$ cat src/rtl/key_search_pkg.sv
// ============================================================================
// key_search_pkg - shared types, ASCII constants and byte classifier
// Rev 1.0
// ============================================================================
`default_nettype none

package key_search_pkg;

  typedef enum logic [2:0] {
    ST_IDLE  = 3'd0,
    ST_ISSUE = 3'd1,
    ST_WAIT  = 3'd2,
    ST_CHECK = 3'd3,
    ST_FOUND = 3'd4,
    ST_EXH   = 3'd5
  } state_e;

  typedef enum logic [1:0] {
    CS_LOWER = 2'd0,
    CS_PRINT = 2'd1,
    CS_ALNUM = 2'd2
  } charset_e;

  localparam logic [7:0] ASC_SPACE = 8'd32;
  localparam logic [7:0] ASC_TILDE = 8'd126;
  localparam logic [7:0] ASC_D0    = 8'd48;
  localparam logic [7:0] ASC_D9    = 8'd57;
  localparam logic [7:0] ASC_UA    = 8'd65;
  localparam logic [7:0] ASC_UZ    = 8'd90;
  localparam logic [7:0] ASC_LA    = 8'd97;
  localparam logic [7:0] ASC_LZ    = 8'd122;

  // Unlisted mode encodings fall back to the lowercase + space set.
  function automatic logic is_legal(input logic [7:0] b, input logic [1:0] mode);
    logic lower;
    logic upper;
    logic digit;
    logic space;
    logic legal;
    lower = (b >= ASC_LA) && (b <= ASC_LZ);
    upper = (b >= ASC_UA) && (b <= ASC_UZ);
    digit = (b >= ASC_D0) && (b <= ASC_D9);
    space = (b == ASC_SPACE);
    if (mode == CS_PRINT) begin
      legal = (b >= ASC_SPACE) && (b <= ASC_TILDE);
    end else if (mode == CS_ALNUM) begin
      legal = lower || upper || digit || space;
    end else begin
      legal = lower || space;
    end
    return legal;
  endfunction

endpackage

`default_nettype wire

$ cat src/rtl/char_class.sv
// ============================================================================
// char_class - combinational legality check of one decrypted byte
// Rev 1.0
// ============================================================================
`default_nettype none

module char_class
  import key_search_pkg::*;
(
  input  logic [7:0] data_i,
  input  logic [1:0] mode_i,
  output logic       legal_o
);

  always_comb begin
    legal_o = is_legal(data_i, mode_i);
  end

endmodule

`default_nettype wire

$ cat src/rtl/key_search_ctrl.sv
// ============================================================================
// key_search_ctrl - brute-force key search controller for the decrypt pipeline
// Rev 1.0
// ============================================================================
`default_nettype none

module key_search_ctrl
  import key_search_pkg::*;
#(
  parameter int unsigned KEY_W     = 24,
  parameter int unsigned MSG_LEN   = 32,
  parameter int unsigned KEY_START = 0,
  parameter int unsigned KEY_END   = 2**(KEY_W-2)-1
) (
  input  logic             clok,
  input  logic             resetm,
  input  logic             start,
  input  logic             abort,
  input  logic [1:0]       mode,
  output logic             restart,
  input  logic             restart_ack,
  input  logic             char_valid,
  input  logic [7:0]       char_data,
  output logic             char_ready,
  output logic [KEY_W-1:0] key,
  output logic             busy,
  output logic             found,
  output logic             exhausted,
  output logic [KEY_W:0]   keys_tried
);

  localparam int unsigned     CNT_W       = $clog2(MSG_LEN+1);
  localparam logic [KEY_W-1:0] KEY_START_V = KEY_W'(KEY_START);
  localparam logic [KEY_W-1:0] KEY_END_V   = KEY_W'(KEY_END);
  localparam logic [CNT_W-1:0] LAST_CNT    = CNT_W'(MSG_LEN-1);

  state_e           state_q,      state_d;
  logic [KEY_W-1:0] key_q,        key_d;
  logic [KEY_W:0]   tried_q,      tried_d;
  logic [CNT_W-1:0] cnt_q,        cnt_d;
  logic [7:0]       char_q,       char_d;
  logic [1:0]       mode_q,       mode_d;
  logic             found_q,      found_d;
  logic             exhausted_q,  exhausted_d;
  logic             legal;

  char_class u_char_class (
    .data_i  (char_q),
    .mode_i  (mode_q),
    .legal_o (legal)
  );

  always_ff @(posedge clok) begin
    if (resetm) begin
      state_q     <= ST_IDLE;
      key_q       <= KEY_START_V;
      tried_q     <= '0;
      cnt_q       <= '0;
      char_q      <= '0;
      mode_q      <= CS_LOWER;
      found_q     <= 1'b0;
      exhausted_q <= 1'b0;
    end else begin
      state_q     <= state_d;
      key_q       <= key_d;
      tried_q     <= tried_d;
      cnt_q       <= cnt_d;
      char_q      <= char_d;
      mode_q      <= mode_d;
      found_q     <= found_d;
      exhausted_q <= exhausted_d;
    end
  end

  always_comb begin
    state_d     = state_q;
    key_d       = key_q;
    tried_d     = tried_q;
    cnt_d       = cnt_q;
    char_d      = char_q;
    mode_d      = mode_q;
    found_d     = found_q;
    exhausted_d = exhausted_q;
    // Abort only moves the FSM; results of the last search stay visible.
    if (abort) begin
      state_d = ST_IDLE;
    end else begin
      case (state_q)
        ST_IDLE, ST_FOUND, ST_EXH: begin
          if (start) begin
            state_d     = ST_ISSUE;
            key_d       = KEY_START_V;
            tried_d     = '0;
            found_d     = 1'b0;
            exhausted_d = 1'b0;
            mode_d      = mode;
          end
        end
        ST_ISSUE: begin
          if (restart_ack) begin
            state_d = ST_WAIT;
            cnt_d   = '0;
            tried_d = tried_q + (KEY_W+1)'(1);
          end
        end
        ST_WAIT: begin
          if (char_valid) begin
            state_d = ST_CHECK;
            char_d  = char_data;
          end
        end
        ST_CHECK: begin
          if (legal) begin
            if (cnt_q == LAST_CNT) begin
              state_d = ST_FOUND;
              found_d = 1'b1;
            end else begin
              state_d = ST_WAIT;
              cnt_d   = cnt_q + CNT_W'(1);
            end
          end else if (key_q == KEY_END_V) begin
            state_d     = ST_EXH;
            exhausted_d = 1'b1;
          end else begin
            state_d = ST_ISSUE;
            key_d   = key_q + KEY_W'(1);
          end
        end
        default: begin
          state_d = ST_IDLE;
        end
      endcase
    end
  end

  always_comb begin
    restart    = (state_q == ST_ISSUE);
    char_ready = (state_q == ST_WAIT);
    busy       = (state_q == ST_ISSUE) || (state_q == ST_WAIT) || (state_q == ST_CHECK);
    key        = key_q;
    found      = found_q;
    exhausted  = exhausted_q;
    keys_tried = tried_q;
  end

endmodule

`default_nettype wire
$ cat config.mk
export PLATFORM = sky130hd
export DESIGN_NAME = key_search_ctrl
export DESIGN_NICKNAME = d
export VERILOG_FILES = /design/src/rtl/key_search_pkg.sv /design/src/rtl/char_class.sv /design/src/rtl/key_search_ctrl.sv
export SDC_FILE = /design/constraint.sdc
export NUM_CORES = 1
export LEC_CHECK = 0
export ABC_AREA = 0
export ABC_CLOCK_PERIOD_IN_PS = 3050
export CORE_MARGIN = 3
export CORE_UTILIZATION = 47
export DETAILED_ROUTE_END_ITERATION = 7
export PLACE_DENSITY = 0.76
export SYNTH_ARGS = -nofsm -noshare
export SYNTH_HDL_FRONTEND = slang
export SYNTH_HIERARCHICAL = 1
export SYNTH_SLANG_ARGS = --single-unit
$ cat constraint.sdc
create_clock -name clok -period 3.05 [get_ports clok]
set_clock_uncertainty 0.1 [all_clocks]
set_input_delay 0.915 -clock clok [delete_from_list [all_inputs] [get_ports clok]]
set_output_delay 0.915 -clock clok [all_outputs]
set_load 0.005 [all_outputs]
**Word level (Yosys, flattened, before mapping)**

Index checks and enable logic that the tools add are counted.

- Memories kept: 0
- Logic and storage cells: 90
- RAM bits: 0
- Input bits: 16
- ROM bits: 0
- Output and inout port bits: 54
- Register bits after elaboration: 70
- Bits in latches: 0

- Add/sub/neg operators: 3
- Magnitude comparators: 8
- Bitwise gates (word level): 1
- Mux-type cells: 27
- Equality and inequality tests: 19
- Div/mod/pow operators: 0
- Reduce and logical (&&, ||, !) cells: 24
- Shift-type cells: 0
- $mul: 0

Operators by type and width:

| operator | count |
|---|---|
| two-way mux 24 bit | 3 |
| two-way mux 25 bit | 2 |
| one-hot mux 25 bit (2 select lines) | 1 |
| one-hot mux 24 bit (2 select lines) | 1 |
| adder 25 x 1 -> 25 bit, second input constant | 1 |
| adder 24 x 1 -> 24 bit, second input constant | 1 |
| equality test 24 x 22 -> 1 bit, second input constant | 1 |
| less-or-equal comparator 8 x 7 -> 1 bit, second input constant | 3 |
| AND reduction 5 bit | 4 |
| two-way mux 3 bit | 6 |
| two-way mux 6 bit | 3 |
| greater-or-equal comparator 8 x 6 -> 1 bit, second input constant | 2 |
| greater-or-equal comparator 8 x 7 -> 1 bit, second input constant | 2 |
| != test 2 bit, second input constant | 8 |
| one-hot mux 3 bit (4 select lines) | 1 |
| one-hot mux 6 bit (2 select lines) | 1 |
| AND reduction 3 bit | 3 |
| equality test 8 x 6 -> 1 bit, second input constant | 1 |
| less-or-equal comparator 8 x 6 -> 1 bit, second input constant | 1 |
| two-way mux 1 bit | 7 |
| adder 6 x 1 -> 6 bit, second input constant | 1 |
| equality test 3 x 2 -> 1 bit, second input constant | 2 |
| equality test 3 bit, second input constant | 2 |
| equality test 6 x 5 -> 1 bit, second input constant | 1 |
| other kinds (13) | 24 |

**Logic depth before layout (Yosys ltp)**

- Depth after elaboration: 9
- Depth in mapped cells: 10
- Mapped depth without buffers: 9

**Cells and area by module**

Netlist, hierarchy kept.

Modules (own cells, without submodules):

| module | cells each | instances | area an instance (um2) |
|---|---|---|---|
| key_search_ctrl | 445 | 1 | 3653.5 |
| char_class | 16 | 1 | 105.1 |

**Worst setup path after synthesis**

No wires, ideal clock.

- Path type: register to register
- Start: reg char_q[2]
- End: reg key_q[4] (netlist: key[4])
- Clock period less this slack: 2.857 ns
- Path buffers: 2
- Stages on the path, launching flop included: 11
- Path slack: 0.193 ns
- Data arrival time: 2.622 ns
- Path through: dfxtp_1 or4_4 o22ai_2 nor4b_1 a311o_1 clkbuf_1 or2_2 a21o_1 clkbuf_1 o311ai_0 o41ai_1

- Word-level cells in the longest chain between the ends: 9

Ends and longest elaborated chain:

| element | RTL line | source |
|---|---|---|
| from (decl) | key_search_ctrl.sv:41 | `logic [7:0] char_q, char_d;` |
| from (signal assigned) | key_search_ctrl.sv:68 | `char_q <= char_d;` |
| greater-or-equal comparator 8 x 7 -> 1 bit, or another cell as far along | key_search_pkg.sv:40 | `lower = (b >= ASC_LA) && (b <= ASC_LZ);` |
| logical AND 1 bit, on equally long branches | key_search_pkg.sv:40, key_search_pkg.sv:41 |  |
| logical OR 1 bit (3 in a row) | key_search_pkg.sv:47 | `legal = lower \|\| upper \|\| digit \|\| space;` |
| two-way mux 1 bit | key_search_pkg.sv:46 | `end else if (mode == CS_ALNUM) begin` |
| two-way mux 1 bit * | key_search_pkg.sv:44 | `if (mode == CS_PRINT) begin` |
| via legal | key_search_ctrl.sv:45 | `logic legal;` |
| != test 2 bit (no source line) * | - |  |
| AND reduction 5 bit (no source line) * | - |  |
| to (signal assigned) | key_search_ctrl.sv:65 | `key_q <= key_d;` |
| to (decl) | key_search_ctrl.sv:38 | `logic [KEY_W-1:0] key_q, key_d;` |

The timed path passes the listed nets; every way through them passes the cells marked *.
A chain may end at the register's enable or synchronous reset.

**Worst setup path after layout**

- Start: reg char_q[2]
- End: reg key_q[23] (netlist: key[23])

The elaborated chain is that of the path after synthesis.

==> results.txt <==
number of max-cap violations -> 0
Worst setup EP type -> flop
Startpoint Class -> flop
routed length per instance -> 16.2 um
Synth area leader -> dfxtp_1
sequential area share after synthesis -> 37.3%
Worst-Margin Slew -> 714 ps
most frequent CP cell -> or4_4
met3 usage -> 5.45%
WP data arrival -> 3130 ps
post-synth top area share -> 37.3%
Place WS -> 128 ps
clock slew at reported path FFs -> 80 ps
DPL Wire Length -> 7.42 mm
pin count of the biggest net entering global routing -> 27
IO Count -> 70
vias per std cell -> 6.11
Congestion Overflow GR -> 0
Worst slew margin -> 52.4%
max incr delay on CP -> 590 ps
Final ANT Viol Nets -> 0
Yosys reg bits -> 70
run status -> finished clean
Final nets -> 556
top cells by area, synth -> dfxtp_1 37%, nor2_1 4.9%, nand2_1 4.4%, a21oi_1 3.9%, o21ai_0 3.6%
mean post-synth cell area -> 8.15 um^2
Static Leak -> 1.66 nW
Root Driver -> clkbuf_8
H-Tree Depth -> 3
CORE AREA -> 7490 um^2
final max-slew violation count -> 0
critical-path cell with the highest stage delay -> or4_4
DRT Pass-1 Iters -> 5
Async S/R FF share, synth -> 0%
crit-path cells -> or4_4, o22ai_2, nor4b_1, a311o_2, or4_4, a21o_1, or3_1, o21ai_0
CTS Hold Bufs -> 0
min cycle time layout -> 2960 ps
First DRT Iteration DRCs -> 230
Final Cycle Share -> 97.0%
Starting Density -> 50.2%
top-count cell post-synth -> dfxtp_1
I/O Buffers -> 69
GR peak layer -> met2
first-pass GRT wire length -> 17.2 mm
Max VDD drop -> 0.306 mV
filler instances -> 643
CTS sink count -> 70
# rows -> 31
total internal power -> 1.37 mW
synthesized cell area -> 3760 um^2
initial antenna violation count -> 0
Primary FF master, synth -> dfxtp_1
Die Span X -> 95.4 um
part of the power in registers -> 51.3%
Clk Latency, worst-skew pair -> 340 ps
post-route worst setup slack -> 92.0 ps
GR Util met2 -> 37.8%
layout cells sized above 1 -> 10.5%
CP Class -> flop to flop
Hold WC Path Type -> flop to flop
data required time of the worst path -> 3220 ps
ant diodes -> 0
CTS max path bufs -> 2
number of global-route vias before repair -> 3624
CP Buf/Inv Count -> 0
peak fanout along the critical path -> 6
Pwr Total -> 1.80 mW
Mapped Cells -> 461
Combinational Power Share -> 6.8%
Layout area overhead -> 28.5%
Die H -> 95.4 um
via count -> 3916
Post-Syn Nets -> 480
PwrDens -> 372 nW/um^2
fmax -> 338 MHz
Synth Warn # -> 6
Clk pwr share -> 41.9%
grt met1 use -> 30.8%
die area -> 9110 um^2
# DRC -> 0
Tot GR Track Use -> 23.4%
Switching Share -> 23.9%
TritonCTS Buffers -> 9
Hold Vio Cnt, Final -> 0
Routed WL -> 10.4 mm
switching pwr -> 0.430 mW
TritonCTS clock tree -> done
EDFF count, synth -> 0
critical path's top delay family -> simple AND/OR/NAND/NOR gates
top post-synthesis cells by count -> 70 x dfxtp_1, 49 x nor2_1, 44 x nand2_1
Setup Viol. Count Final -> 0
final RePlAce weighted congestion -> 0.846
number of distinct library cells after synthesis -> 64
[power by group through the flow]
stage | registers (mW) | logic, mW | clock network, mW
2_1_floorplan | 0.943 | 0.0624 | 0
3_3_place_gp | 0.944 | 0.117 | 0
3_5_place_dp | 0.945 | 0.120 | 0
4_1_cts | 0.923 | 0.120 | 0.766
5_1_grt | 0.924 | 0.133 | 0.808
6_report | 0.923 | 0.122 | 0.754
[path summary, 6_finish.rpt]
| kind | startpoint | to | slack, ps | depth (start not counted) |
|---|---|---|---|---|
| max | char_q[2]$_SDFFE_PP0P_ | key[23]$_SDFFE_PP0P_ | 90 | 8 |
| min | found$_SDFFE_PP0P_ | found$_SDFFE_PP0P_ | 370 | 1 |
| max reg2reg | char_q[2]$_SDFFE_PP0P_ | key[23]$_SDFFE_PP0P_ | 90 | 8 |
| min reg2reg | found$_SDFFE_PP0P_ | found$_SDFFE_PP0P_ | 370 | 1 |
[metal layers]
layer / up-vias / share of wire (%) / wire, um
li1: 1892 / - / -
met1: 1836 / 44 / 4600
met2: 172 / 47 / 4890
met3: 16 / 7.2 / 741
met4: 0 / 1.2 / 128
met5: - / 0 / 0
[logic make-up after synthesis]
| family | share of synthesized area [%] |
|---|---|
| AO/OA/AOI/OAI | 20.1 |
| XOR/XNOR | 2.80 |
| flip-flops | 37.3 |
| multiplexers | 4.09 |
| AND/OR/NAND/NOR | 30.7 |
| buffers and inverters | 4.03 |
| adder cells (fa/ha/maj) | 0.999 |
[registers in the layout (all words and copies together) (netlist names)]
signal	count
cnt_q	6
exhausted	1
keys_tried	25
found	1
mode_q	2
char_q	8
key	24
state_q	3
[final cells by class]
cell class	instances	area (um^2)	area share (%)
Clock buffer	10	138	2.85
Clock inverter	6	61.3	1.27
Sequential cell	70	1400	29.0
Tap cell	99	124	2.56
Timing Repair Buffer	90	861	17.8
Inverter	10	37.5	0.777
Multi-Input combinational cell	356	2210	45.7
[what timing repair did]
action                                  4_1_cts  5_1_grt
endpoints found under the setup margin        0       13
resized for setup                             0        9
buffers inserted                              0        0
[layout by cell type (no fill, tap or decap), drive strengths merged, types with 3 or more instances in the layout]
cell type and instances:
o31ai 9, buf 21, a21o 3, nand4 18, or4 4, ha 3
a211oi 5, o311ai 11, dfxtp 70, clkinv 4, mux2i 12, or2 3
nor4 16, and3 3, o21a 3, inv 10, nand3 26, xnor2 10
mux2 3, and4 8, clkbuf 10, or3 17, nand2 44, clkdlybuf4s50 69
nor3 9, nor2 49, a21oi 30, o21ai 29, o22ai 5, nand3b 5
[per-stage QoR]
step	hold WS [ps]	setup TNS, ps	cell area [um^2]	cells	utilization (%)
global placement	352	0	4630	625	61.8
floorplan	344	0	3760	461	-
CTS	375	0	4830	641	64.5
global route	399	-0.371	4830	641	64.5
detailed placement	355	0	4630	625	61.8
finish	373	0	4830	641	64.5
Note: power is estimated with default switching activity, not from simulation.
